$ cat config.mk
export PLATFORM = sky130hd
export DESIGN_NAME = sample_capture
export DESIGN_NICKNAME = d
export VERILOG_FILES = /design/src/rtl/filter_pkg.sv /design/src/rtl/capture_ram.sv /design/src/rtl/sample_capture.sv
export SDC_FILE = /design/constraint.sdc
export NUM_CORES = 2
export LEC_CHECK = 0
export CAP_MARGIN = 0
export CORE_MARGIN = 2
export CORE_UTILIZATION = 35
export DETAILED_ROUTE_END_ITERATION = 8
export HOLD_SLACK_MARGIN = 0.08
export PLACE_DENSITY = 0.51
export SYNTH_ARGS = -nofsm -noshare
export SYNTH_HDL_FRONTEND = slang
export SYNTH_SLANG_ARGS = --single-unit
$ cat constraint.sdc
create_clock -name clk -period 7 [get_ports clk]
set_input_delay 1.05 -clock clk [delete_from_list [all_inputs] [get_ports clk]]
set_output_delay 1.05 -clock clk [all_outputs]
set_load 0.01 [all_outputs]
$ cat src/rtl/filter_pkg.sv
// -----------------------------------------------------------------------------
// filter_pkg
// Purpose : Shared constants and types for the filter sample-capture block.
//           Holds the default sample width, the capture depth and the state
//           encoding used by the capture controller.
// Ports   : none (package)
// -----------------------------------------------------------------------------
package filter_pkg;

    // Default width of one filter output sample (two's complement).
    localparam int SAMPLE_W      = 16;

    // Default number of samples stored per capture.
    localparam int CAPTURE_DEPTH = 100;

    // Capture controller states.
    typedef enum logic [1:0] {
        IDLE    = 2'd0,
        SKIP    = 2'd1,
        CAPTURE = 2'd2,
        DONE    = 2'd3
    } capture_state_t;

endpackage

$ cat src/rtl/capture_ram.sv
// -----------------------------------------------------------------------------
// capture_ram
// Purpose : Simple dual-port sample store. It has one write port and one
//           registered read port. Storage is not reset, so it maps onto block
//           RAM.
// Ports   :
//   i_clk      - clock, all accesses on rising edge
//   i_wr_en    - write strobe
//   i_wr_addr  - write index
//   i_wr_data  - sample to store
//   i_rd_en    - read strobe; o_rd_data only updates when this is high
//   i_rd_addr  - read index
//   o_rd_data  - registered read data, holds between reads
// -----------------------------------------------------------------------------
module capture_ram
    import filter_pkg::*;
#(
    parameter int WIDTH  = SAMPLE_W,
    parameter int DEPTH  = CAPTURE_DEPTH,
    parameter int ADDR_W = 7
) (
    input  logic              i_clk,
    input  logic              i_wr_en,
    input  logic [ADDR_W-1:0] i_wr_addr,
    input  logic [WIDTH-1:0]  i_wr_data,
    input  logic              i_rd_en,
    input  logic [ADDR_W-1:0] i_rd_addr,
    output logic [WIDTH-1:0]  o_rd_data
);

    logic [WIDTH-1:0] r_mem [DEPTH];
    logic [WIDTH-1:0] r_rd_data;

    // Write port. The caller only writes indices below DEPTH.
    always_ff @(posedge i_clk) begin
        if (i_wr_en) begin
            r_mem[i_wr_addr] <= i_wr_data;
        end
    end

    // Registered read port. It holds its last value when there is no read,
    // so the top level gets "hold" behaviour for free.
    always_ff @(posedge i_clk) begin
        if (i_rd_en) begin
            r_rd_data <= r_mem[i_rd_addr];
        end
    end

    assign o_rd_data = r_rd_data;

endmodule

$ cat src/rtl/sample_capture.sv
// -----------------------------------------------------------------------------
// sample_capture
// Purpose : Captures DEPTH filter output samples after discarding a
//           programmable number of settling samples. It tracks the signed
//           peak max/min of the captured samples and lets software read the
//           stored samples at any time, including during a capture.
// Ports   :
//   clk       - single clock
//   reset     - asynchronous, active-low reset
//   in_valid  - in_data carries a sample this cycle
//   in_data   - signed filter sample
//   start     - single-cycle capture request (ignored while busy)
//   skip      - settling samples to discard, sampled on start
//   busy      - high while skipping or capturing
//   done      - high once DEPTH samples are stored
//   count     - samples stored in the current capture
//   rd_en     - readout request
//   rd_addr   - readout index
//   rd_data   - stored sample, one cycle after an accepted request
//   rd_valid  - rd_data was refreshed by an accepted request
//   peak_max  - signed maximum of the captured samples
//   peak_min  - signed minimum of the captured samples
// -----------------------------------------------------------------------------
module sample_capture
    import filter_pkg::*;
#(
    parameter int WIDTH = SAMPLE_W,
    parameter int DEPTH = CAPTURE_DEPTH
) (
    input  logic             clk,
    input  logic             reset,
    input  logic             in_valid,
    input  logic [WIDTH-1:0] in_data,
    input  logic             start,
    input  logic [7:0]       skip,
    output logic             busy,
    output logic             done,
    output logic [6:0]       count,
    input  logic             rd_en,
    input  logic [6:0]       rd_addr,
    output logic [WIDTH-1:0] rd_data,
    output logic             rd_valid,
    output logic [WIDTH-1:0] peak_max,
    output logic [WIDTH-1:0] peak_min
);

    localparam logic [6:0]       LAST_IDX = 7'(DEPTH - 1);
    localparam logic [WIDTH-1:0] MOST_NEG = {1'b1, {(WIDTH-1){1'b0}}};
    localparam logic [WIDTH-1:0] MOST_POS = {1'b0, {(WIDTH-1){1'b1}}};

    capture_state_t   r_state;
    capture_state_t   w_next_state;
    logic [7:0]       r_skip_cnt;
    logic [6:0]       r_count;
    logic [WIDTH-1:0] r_peak_max;
    logic [WIDTH-1:0] r_peak_min;
    logic             r_rd_valid;
    logic             r_rd_zero;
    logic             w_start_ok;
    logic             w_wr;
    logic             w_rd_hit;
    logic [WIDTH-1:0] w_ram_q;

    // A start is only accepted when no capture is in progress.
    assign w_start_ok = start && ((r_state == IDLE) || (r_state == DONE));
    assign w_wr       = (r_state == CAPTURE) && in_valid;
    // Reads at or beyond count are refused. This also means a read can never
    // hit the slot being written in the same cycle.
    assign w_rd_hit   = rd_en && (rd_addr < r_count);

    // State register.
    always_ff @(posedge clk or negedge reset) begin
        if (!reset) begin
            r_state <= IDLE;
        end else begin
            r_state <= w_next_state;
        end
    end

    // Next-state logic.
    always_comb begin
        w_next_state = r_state;
        case (r_state)
            IDLE, DONE: begin
                if (start) begin
                    w_next_state = (skip != 8'd0) ? SKIP : CAPTURE;
                end
            end
            SKIP: begin
                if (in_valid && (r_skip_cnt == 8'd1)) begin
                    w_next_state = CAPTURE;
                end
            end
            CAPTURE: begin
                if (in_valid && (r_count == LAST_IDX)) begin
                    w_next_state = DONE;
                end
            end
            default: w_next_state = IDLE;
        endcase
    end

    // Status outputs, decoded straight from the state register.
    always_comb begin
        busy = 1'b0;
        done = 1'b0;
        case (r_state)
            SKIP, CAPTURE: busy = 1'b1;
            DONE:          done = 1'b1;
            default:       ;
        endcase
    end

    // Capture datapath. A start primes the peaks with opposite extremes, so
    // the first stored sample always becomes both max and min.
    always_ff @(posedge clk or negedge reset) begin
        if (!reset) begin
            r_count    <= 7'd0;
            r_skip_cnt <= 8'd0;
            r_peak_max <= '0;
            r_peak_min <= '0;
        end else if (w_start_ok) begin
            r_count    <= 7'd0;
            r_skip_cnt <= skip;
            r_peak_max <= MOST_NEG;
            r_peak_min <= MOST_POS;
        end else begin
            if ((r_state == SKIP) && in_valid) begin
                r_skip_cnt <= r_skip_cnt - 8'd1;
            end
            if (w_wr) begin
                r_count <= r_count + 7'd1;
                if ($signed(in_data) > $signed(r_peak_max)) begin
                    r_peak_max <= in_data;
                end
                if ($signed(in_data) < $signed(r_peak_min)) begin
                    r_peak_min <= in_data;
                end
            end
        end
    end

    // Readout control. The RAM output register has no reset, so r_rd_zero
    // masks it to zero after reset until the first accepted read reloads it.
    always_ff @(posedge clk or negedge reset) begin
        if (!reset) begin
            r_rd_valid <= 1'b0;
            r_rd_zero  <= 1'b1;
        end else begin
            r_rd_valid <= w_rd_hit;
            if (w_rd_hit) begin
                r_rd_zero <= 1'b0;
            end
        end
    end

    capture_ram #(
        .WIDTH  (WIDTH),
        .DEPTH  (DEPTH),
        .ADDR_W (7)
    ) u_ram (
        .i_clk     (clk),
        .i_wr_en   (w_wr),
        .i_wr_addr (r_count),
        .i_wr_data (in_data),
        .i_rd_en   (w_rd_hit),
        .i_rd_addr (rd_addr),
        .o_rd_data (w_ram_q)
    );

    assign count    = r_count;
    assign peak_max = r_peak_max;
    assign peak_min = r_peak_min;
    assign rd_valid = r_rd_valid;
    assign rd_data  = r_rd_zero ? '0 : w_ram_q;

endmodule

==> results.md <==
* Vias after detailed routing at ~31000
* Post-Route Setup TNS at 0 ns
* Worst slew pin tran at 1.322 ns
* Largest fanout on the critical path at 17
* Adder-cell share of the synthesized area at 0.8277%
* Leading cell types by total area after synthesis: sky130_fd_sc_hd__edfxtp_1 (75%), sky130_fd_sc_hd__mux4_2 (15%), sky130_fd_sc_hd__dfrtp_1 (1.9%), sky130_fd_sc_hd__mux2i_1 (1.3%), sky130_fd_sc_hd__ha_1 (0.83%)
* Basic-gate share of the synthesized area counting and, or, nand and nor cells at 2.308%
* DPL Wire Length at 107.6 mm
* Initial Util at between 30% and 40%
* Max transition margin at 11.84%
* Number of rows created at floorplan at about 160
* Mux contribution to synthesized area at 16.07%
* Vias per std cell at 5.328
* Reg power frac at about half
* Source of the worst register-to-register timing path: count[2]$_DFFE_PN0P_
* Seq. cell area at 49800 µm²
* Async SR Flop Fraction at 3.059%
* Aggregate global routing overflow at 0
* Maximum operating frequency at 274.9 MHz
* Leak Pwr at 23.59 nW
* Clock-pin slew of the registers on the worst-case setup and hold paths at 0.06 ns
* Placer Congestion at 0.8239
* Port-buffer cells at 93
* Number of buffers inserted for hold repair after clock tree synthesis at 0
* Cells along the critical path: nor2b_1 > clkdlybuf4s50_1
* Largest area contributor in the netlist: sky130_fd_sc_hd__edfxtp_1
* First drt pass iteration count at 7
* CTS tree: yes
* Root Buffer Master: sky130_fd_sc_hd__clkbuf_16
* Post-Route WL at 174.4 mm
* Inserted Clock Buffers at 171
* Slowest-stage cell, CP: sky130_fd_sc_hd__clkdlybuf4s50_1
* Total number of H-tree levels at 4
* Clock network power share at 40.2%
* Fillers at 16388
* WS Path Type: reg -> out
* Initial antenna violation count at 7
* Die Outline Area at 189200 µm²
* Unrepaired setup endpoints after global routing: false
* Area of the multi-input gates at 14330 µm²
* Mapped cell area at roughly 65000 µm²
* Total power after layout at roughly 22 mW
* Number of DRC markers after the initial detailed-route iteration at approximately 3400
* Non-Filler Instances at 5894
* Clk sink count at between 1500 and 2000
* DRC violation count after routing at 0
* Later-pin clock latency in the skew report at approximately 0.81 ns
* Sw power at approximately 5.1 mW
* Final count of hold timing violations at 0
* Avg WL per Cell at 29.58 µm
* Count of antenna-violating nets left after detailed routing at 0
* Commonest register cell after synthesis: sky130_fd_sc_hd__edfxtp_1
* Skew final at 0.03515 ns
* Largest delay contributor family on the critical path: buffers and inverters
* Status: complete, no violations
* Complex-gate fraction of the synthesized area at 2.491%
* Commonest cells in the synthesized netlist: sky130_fd_sc_hd__edfxtp_1 (1616), sky130_fd_sc_hd__mux4_2 (427), sky130_fd_sc_hd__nor2_1 (119)
* CP startpoint: r_rd_zero$_DFFE_PN1P_
* Pin count of the biggest net entering global routing at 85
* Largest buffer count on any clock path at 3
* Switching Fraction at between 20% and 30%
* Ratio of total power to cell area at 291.7 nW/µm²
* Area share of xor/xnor cells in the synthesized design at 0.1617%
* Count of flip-flops with a built-in enable after synthesis at 1616
* Nets in the synthesized netlist at a little over 3000
* Min setup slack post-route at 3.363 ns
* Register area share after synthesis at 76.62%
* Post-CTS setup repair buffer count at 0
* Chip width at 435.0 µm
* Number of cells produced by synthesis at 3015
* Netlist cell types at 50
* Worst EP arrival at between 2 and 3 ns
* Register bit total from synthesis at 1667
* Relative area change from synthesis to final layout at 15.16%
* Maximum cell stage delay along the critical path at 0.67 ns
* Worst hold margin at 0.4010 ns
* Worst setup slack after placement at 2.426 ns
* Wire length of the first global-routing pass at about 250 mm
* Global-route total usage across every layer at a little under a fifth
* Max Cap Violations at 0
* Classification of the worst-slack hold path: in -> async
* Die height at 435.0 µm
* Yosys Warn Count at 0
* Placed Cells incl. Taps at approximately 5600
* Resized Gates After CTS at 0
* Largest voltage drop on the vdd net at 0.1921 mV
* Number of max-slew violations in the final report at 0
* Number of global-route vias before repair at between 30000 and 40000
* Mean area per synthesized cell at around 22 µm²
* Boundary pin count at 94
* Fraction of final layout cells sized beyond drive strength 1 at 25.87%
* Number of setup violations in the final report at 0
* Final Critical Period at 3.637 ns
* Share of the synthesized area in the top cell type at 74.65%
* Leading cell type by number of instances after synthesis: sky130_fd_sc_hd__edfxtp_1
* Floorplan Core Area at 185000 µm²
* Final net count at 3351
* Combined buffer and inverter count along the critical path at 1
* Cell-internal power at 16.75 mW
* Proportion of power drawn by combinational gates at 8.5%
* Share of the clock period used by the worst path after layout at 51.96%
* Endpoint required time on the critical path at 5.95 ns
* Capturing element type of the critical path: output pin
* Type of origin of the critical path: flop
* Dominant combinational cell family by area after synthesis: multiplexers
power by group through the flow:
stage	Clock, mW	Sequential [mW]	Combinational, mW
after global routing	9.34	11.2	2.00
final	8.78	11.2	1.85
after detailed placement	0	11.4	1.87
after global placement	0	11.4	1.86
after CTS	8.97	11.2	1.88
after floorplan	0	11.4	0.986
area by class of cell:
type | instances | area share, %
multi-input cells | 1143 | 19.14
repair buffers | 244 | 2.790
clock inverters | 96 | 1.071
well taps | 2480 | 4.145
flip-flops and latches | 1667 | 66.53
diodes | 1 | 0.003343
inverters | 45 | 0.2256
clock buffers | 218 | 6.092
worst reg2reg max path: cells and delay by family (launching register included):
family                   cells  cell delay [ns]
adder cells (fa/ha/maj)      1             0.37
flip-flops                   1             0.71
buffers and inverters        1             0.29
AND/OR/NAND/NOR              2             1.09
AO/OA/AOI/OAI                3             0.49
through the flow:
step	area [µm²]	util [%]
global route	74860	40.46
CTS	74860	40.45
finish	74860	40.46
detailed placement	69490	37.56
global placement	69490	37.56
floorplan	65000	-
logic make-up after synthesis:
group / count (synthesis)
xor+xnor: 12
fa+ha+maj: 43
simple gates: 324
mux: 510
compound gates: 254
flops: 1667
buf+inv: 205
metal layers:
metal | GRT usage [%] | wire length (µm) | vias up | share of wire, %
met3 | 2.752 | 8943 | 230 | 5.1
li1 | - | - | 13164 | -
met1 | 25.80 | 76530 | 17041 | 44
met2 | 29.20 | 83740 | 968 | 48
met5 | 0 | 0 | - | 0
met4 | 5.718 | 5140 | 0 | 2.9
state kept, by name, summed over array words and instances, names as in the netlist:
name             flops
u_ram.r_mem       1600
peak_max            16
peak_min            16
u_ram.o_rd_data     16
r_skip_cnt           8
count                7
r_state              2
r_rd_zero            1
rd_valid             1
worst paths after layout:
kind	depth (start not counted)	to	slack (ns)
setup reg to reg	7	u_ram.o_rd_data[8]$_DFFE_PP_	3.63
hold reg to reg	2	peak_min[5]$_DFFE_PN0P_	0.56
max in group asynchronous	2	count[5]$_DFFE_PN0P_	6.10
hold / removal	2	peak_max[4]$_DFFE_PN0P_	0.40
min in group clk	2	peak_min[5]$_DFFE_PN0P_	0.56
setup / recovery	2	rd_data[5]	3.36
layout by cell type, fill, tap and decap left out, drive strengths merged, types with 6 or more instances in the layout:
cell type and n:
edfxtp 1616, mux4 427, clkbuf 218, buf 174, nor2 119, mux2i 83, nand2 77, clkinv 77
clkdlybuf4s50 70, o21ai 58, inv 51, dfrtp 50, a21oi 44, ha 43, a22oi 35, o22ai 34
nor3 31, nand3 27, nor2b 24, o31ai 18, a31oi 16, a221oi 15, nor4 11, xnor2 10
bufinv 9, nand2b 8, a211oi 8, o221ai 8, a21o 8, nand4 8, and2 6
Power figures use the tool's default switching activity.
